==> config.mk <==
export PLATFORM = sky130hd
export DESIGN_NAME = data_sram_bridge
export DESIGN_NICKNAME = d
export VERILOG_FILES = /design/src/rtl/data_sram_bridge_pkg.sv /design/src/rtl/load_align.sv /design/src/rtl/data_sram_bridge.sv
export SDC_FILE = /design/constraint.sdc
export NUM_CORES = 1
export LEC_CHECK = 0
export CELL_PAD_IN_SITES_DETAIL_PLACEMENT = 1
export CELL_PAD_IN_SITES_GLOBAL_PLACEMENT = 2
export CORE_MARGIN = 3
export CORE_UTILIZATION = 20
export CTS_CLUSTER_DIAMETER = 40
export DETAILED_ROUTE_END_ITERATION = 10
export PLACE_DENSITY = 0.87
export SYNTH_ARGS = -nofsm -noshare
export SYNTH_HDL_FRONTEND = slang
export SYNTH_HIERARCHICAL = 1
export SYNTH_SLANG_ARGS = --single-unit
==> constraint.sdc <==
create_clock -name clk -period 9.1 [get_ports clk]
set_clock_uncertainty 0.2 [all_clocks]
set_input_delay 2.73 -clock clk [delete_from_list [all_inputs] [get_ports clk]]
set_output_delay 2.73 -clock clk [all_outputs]
set_load 0.02 [all_outputs]
==> src/rtl/data_sram_bridge_pkg.sv <==
// Shared definitions for the M-stage data SRAM bridge: FSM encoding, access
// size codes and helpers used by both the bridge and its load aligner.
package data_sram_bridge_pkg;

  typedef enum logic [1:0] {
    IDLE      = 2'd0,
    WAIT_ADDR = 2'd1,
    WAIT_DATA = 2'd2,
    DONE      = 2'd3
  } state_t;

  localparam logic [1:0] SIZE_BYTE = 2'b00;
  localparam logic [1:0] SIZE_HALF = 2'b01;
  localparam logic [1:0] SIZE_WORD = 2'b10;

  // fcM bit that selects zero- instead of sign-extension on loads
  localparam int ZEXT_BIT = 2;

  // The reserved size code 11 behaves exactly like a word access.
  function automatic logic [1:0] eff_size(input logic [1:0] code);
    return (code == 2'b11) ? SIZE_WORD : code;
  endfunction

  function automatic logic misaligned(input logic [1:0] size, input logic [1:0] addr);
    case (size)
      SIZE_HALF: return addr[0];
      SIZE_WORD: return (addr != 2'b00);
      default:   return 1'b0;
    endcase
  endfunction

endpackage

==> src/rtl/load_align.sv <==
// Picks the addressed byte/half out of a 32-bit read word and sign- or
// zero-extends it; word accesses pass straight through.
module load_align
  import data_sram_bridge_pkg::*;
(
  input  logic [31:0] rdata,
  input  logic [1:0]  addr,
  input  logic [2:0]  fc,
  output logic [31:0] readdata
);

  logic [7:0]  sel_byte;
  logic [15:0] sel_half;
  logic        zext;

  always_comb begin
    sel_byte = 8'h00;
    sel_half = 16'h0000;
    zext     = fc[ZEXT_BIT];
    readdata = rdata;

    case (addr)
      2'd0:    sel_byte = rdata[7:0];
      2'd1:    sel_byte = rdata[15:8];
      2'd2:    sel_byte = rdata[23:16];
      default: sel_byte = rdata[31:24];
    endcase

    sel_half = addr[1] ? rdata[31:16] : rdata[15:0];

    case (eff_size(fc[1:0]))
      SIZE_BYTE: readdata = zext ? {24'h000000, sel_byte} : {{24{sel_byte[7]}}, sel_byte};
      SIZE_HALF: readdata = zext ? {16'h0000, sel_half} : {{16{sel_half[15]}}, sel_half};
      default:   readdata = rdata;
    endcase
  end

endmodule

==> src/rtl/data_sram_bridge.sv <==
// Bridges the M-stage load/store controls onto an SRAM-like bus, stalling the
// pipeline until the access completes and presenting the aligned load result.
//
// Handshake: a request is accepted in any cycle where data_req and
// data_addr_ok are both 1; its data phase completes in the cycle data_data_ok
// is 1 (possibly the same cycle). Acks seen with no request outstanding are
// ignored. Bus fields are held stable because stallM freezes the M-stage inputs.
module data_sram_bridge
  import data_sram_bridge_pkg::*;
(
  input  logic        clk,
  input  logic        rst,
  input  logic        memreadM,
  input  logic        memwriteM,
  input  logic [2:0]  fcM,
  input  logic [31:0] aluoutM,
  input  logic [31:0] writedataM,
  input  logic        advM,
  output logic [31:0] readdataM,
  output logic        stallM,
  output logic        addr_errM,
  output logic        data_req,
  output logic        data_wr,
  output logic [1:0]  data_size,
  output logic [31:0] data_addr,
  output logic [31:0] data_wdata,
  input  logic        data_addr_ok,
  input  logic        data_data_ok,
  input  logic [31:0] data_rdata,
  output state_t      dbg_state
);

  state_t      state;
  state_t      state_nxt;
  logic [31:0] rdata_q;
  logic        capture;
  logic        access_valid;
  logic [1:0]  size;

  always_comb begin
    access_valid = memreadM | memwriteM;
    size         = eff_size(fcM[1:0]);
    addr_errM    = access_valid & misaligned(size, aluoutM[1:0]);
    // Gating with rst drops the request the instant reset asserts.
    data_req     = rst & (((state == IDLE) & access_valid & ~addr_errM) |
                          (state == WAIT_ADDR));
    stallM       = access_valid & ~addr_errM & (state != DONE);
  end

  always_comb begin
    data_wr   = memwriteM;
    data_addr = aluoutM;
    data_size = size;
    case (size)
      SIZE_BYTE: data_wdata = {4{writedataM[7:0]}};
      SIZE_HALF: data_wdata = {2{writedataM[15:0]}};
      default:   data_wdata = writedataM;
    endcase
  end

  always_comb begin
    state_nxt = state;
    capture   = 1'b0;
    case (state)
      IDLE, WAIT_ADDR: begin
        if (data_req) begin
          if (data_addr_ok) begin
            if (data_data_ok) begin
              state_nxt = DONE;
              capture   = 1'b1;
            end else begin
              state_nxt = WAIT_DATA;
            end
          end else begin
            state_nxt = WAIT_ADDR;
          end
        end
      end
      WAIT_DATA: begin
        if (data_data_ok) begin
          state_nxt = DONE;
          capture   = 1'b1;
        end
      end
      // Hold the result until the pipeline moves on, so nothing reissues.
      DONE: begin
        if (advM) state_nxt = IDLE;
      end
      default: state_nxt = IDLE;
    endcase
  end

  always_ff @(posedge clk or negedge rst) begin
    if (!rst) begin
      state   <= IDLE;
      rdata_q <= 32'h0;
    end else begin
      state <= state_nxt;
      if (capture) rdata_q <= data_rdata;
    end
  end

  load_align u_load_align (
    .rdata    (rdata_q),
    .addr     (aluoutM[1:0]),
    .fc       (fcM),
    .readdata (readdataM)
  );

  assign dbg_state = state;

endmodule

==> implementation parameters <==
Parameter                              Value

Route
  Wirelength per Cell    between 15 and 20 µm
  Wire length after detailed routing    10.72 mm
  Number of nets still failing antenna checks after routing    0
  Vias    around 2700
  Vias per cell    approximately 4.6
  Number of DRC violations after detailed routing    0
  Number of design-rule violations left by the first detailed-router iteration    65
  Detailed-router iteration count before antenna repair    4

Floorplanning
  Effective utilization at floorplan    between 20% and 30%
  Chip height    approximately 130 µm
  Number of core rows    43
  Placeable core region    approximately 0.014 mm²
  Area of the die    about 0.016 mm²
  Width of the die    between 100 and 150 µm
  Top-level port count    210

Worst setup path
  Flop-to-flop setup slack    about 7000 ps
  Startpoint types    input port
  Critical path's most frequent cell    clkdlybuf4s50_1
  Cells along the critical path    clkdlybuf4s50_1 -> buf_4 -> mux2i_1 -> or3_1 -> o211ai_1 -> clkdlybuf4s50_1
  Critical path type    in2out
  Data required time at the worst endpoint    6170 ps
  Worst path buffer plus inverter count    3
  Type of element capturing the critical path    output port
  Worst reg2reg path depth    5
  Largest driver fanout on the critical path    19
  Startpoint of the most critical register-to-register path    dbg_state[1]
  Critical Path Max Stage Delay    670 ps
  Crit path DAT    5260 ps
  Reg-to-reg endpoint    rdata_q[23]
  Kind of cell with the highest combined delay on the critical path    buffers and inverters
  Crit-path slowest cell    or3_1

Clocking
  Clock-pin slew reported for the worst setup and hold paths after clock tree synthesis    50 ps
  Clock tree buffer depth    2
  Number of buffers created by CTS    5
  Post-CTS Resized    0
  Clk_lat worst skew    270 ps
  # hold bufs at CTS    0
  TritonCTS clock tree    yes
  Clock Sink Count    34
  Root Driver    clkbuf_16
  CTS H-tree depth    2
  Post-CTS setup buffers    0

Power and ir drop
  Worst ir drop on vdd    154.9 µV
  Pwr/cell area    between 200 and 250 mW/mm²
  Leakage Power    between 0.0015 and 0.002 µW

GRT
  Total congestion overflow    0
  Number of antenna violations at the first check in global routing    0
  Vias in the first global route    between 2000 and 3000
  Aggregate global-route resource usage    about an eighth
  Global-route wire length before repair    between 15 and 20 mm
  Pin count of the biggest net entering global routing    64

Finish
  Top library cells by usage in the layout, fill and taps aside    clkdlybuf4s50_1 (147), mux2_2 (47), nand2_1 (35), dfrtp_1 (34), mux2i_1 (23)
  Final Non-Filler Cells    roughly 580
  Ratio of cells with drive above 1 in the final layout    20.51%
  Area Growth Syn to Fin    49.66%
  Diodes inserted    0
  Post-layout net count    500
  Commonest non-fill, non-tap cell in the layout    clkdlybuf4s50_1

Place
  HPWL reported at the end of detailed placement    approximately 8.4 mm
  Port bufs    about 150
  Final weighted congestion in routability-driven placement    0.8682
  Total placed cells including tap cells    about 570

Timing
  Final hold vios    0
  Setup violation total in the final timing report    0
  Number of max-slew violations in the final report    0
  RSZ-0062 raised after global routing    no
  Achievable Freq    122.0 MHz
  Final TNS setup    0 ps
  Min Clock Period, post-route    8195 ps
  Relative slew slack    44.60%
  Slew at the pin closest to its max-slew limit    approximately 830 ps
  Period utilisation layout    roughly nine tenths
  Hold slack final    317.1 ps

Synthesis
  Count of state elements after synthesis    34
  Fraction of registers with async set or reset after synthesis    between 90% and 100%
  Area of the mapped netlist    0.002935 mm²
  Number of warnings reported in the yosys synthesis log    6
  Syn Area/Cell    about 10 µm²
  Portion of the post-synthesis area used by sequential elements    between 20% and 30%
  Number of distinct library cell variants in the gate-level netlist after synthesis    34
  Primary FF master, synth    dfrtp_1
  Syn Nets    400
  Number of flops mapped to enable cells by yosys    0
  Post-synthesis instance total    294

Min path
  Hold path endpoint    rdata_q[1]
  Count of cells along the worst hold path    1
  Class of the tightest hold or removal check    reg2reg
  Hold path startpoint    rdata_q[1]

Flow run
  Max-Cap Viols    0

Outcome
  Outcome    complete, no violations
-- worst max path at each step --
| stage | cells after the start | to | startpoint | slack, ps |
|---|---|---|---|---|
| after global routing | 6 | readdataM[18] | aluoutM[1] | 750 |
| final | 6 | readdataM[18] | aluoutM[1] | 910 |
| after global placement | 6 | readdataM[16] | aluoutM[1] | 950 |
| after detailed placement | 6 | readdataM[31] | aluoutM[1] | 880 |
| after CTS | 6 | readdataM[18] | aluoutM[1] | 870 |
| after floorplan | 6 | readdataM[11] | aluoutM[1] | 2190 |
-- metrics by stage --
| step | area [µm²] | worst slack, ps | power, µW | util, % |
|---|---|---|---|---|
| 2_1_floorplan | 2935 | 2191 | 661.9 | - |
| 3_3_place_gp | 4245 | 954.4 | 887.8 | 30.12 |
| 3_5_place_dp | 4245 | 882.6 | 906.8 | 30.12 |
| 4_1_cts | 4393 | 867.4 | 1080 | 31.16 |
| 5_1_grt | 4393 | 747.0 | 1133 | 31.16 |
| 6_report | 4393 | 905.3 | 1062 | 31.16 |
-- worst register-to-register path: cells and delay by family (launching register included) --
kind	cells	cell delay, ps
compound gates	2	130
buf+inv	1	420
flops	1	470
mux	1	420
simple gates	1	330
-- synth_stat cells, drive strengths merged (3+ instances only) --
cell    instances  share of area (%)
mux2i          23                7.8
nor2b          11                2.3
inv             4               0.51
nand2          35                4.5
buf            55                 15
dfrtp          34                 29
o221ai          8                2.4
o211ai         17                6.1
nor2            4               0.51
o22a            7                2.1
clkbuf         10                1.3
a22oi           9                2.3
o21ai          11                2.4
a21oi           3               0.51
mux2           50                 19
-- sequential cells by signal, indices dropped and copies added (netlist names) --
register	cells
dbg_state	2
rdata_q	32
-- kinds of logic (layout without fill, tap and decap cells) --
family,after synthesis,count (layout),share of synthesized area (%)
buffers and inverters,70,171,16.45
DFF,34,34,28.99
muxes,73,73,27.02
and+or+nand+nor,56,56,9.122
AOI/OAI and AO/OA,61,61,18.41
-- final cells by class --
| type | count | area, µm² |
|---|---|---|
| Inverter | 5 | 18.77 |
| Sequential cell | 34 | 850.8 |
| Fill cell | 1592 | 9703 |
| Clock buffer | 7 | 142.6 |
| Tap cell | 180 | 225.2 |
| Clock inverter | 1 | 5.005 |
| Multi-Input combinational cell | 190 | 1602 |
| Timing Repair Buffer | 158 | 1549 |
-- power by group --
group          internal, µW  switching, µW  total (µW)  leakage [µW]
logic                   308            265         573       0.00126
clock network           108           58.8         167     0.0000739
registers               230           91.3         321      0.000400
total                   647            415        1060       0.00173
-- per-layer routing --
metal | track usage (%) | vias up | share of wire, %
met4 | 4.101 | 0 | 2.3
li1 | - | 1222 | -
met5 | 0 | - | 0
met1 | 14.56 | 1281 | 40
met3 | 3.386 | 30 | 7.9
met2 | 23.35 | 126 | 50
No activity file was read; power rests on OpenSTA's default activity.
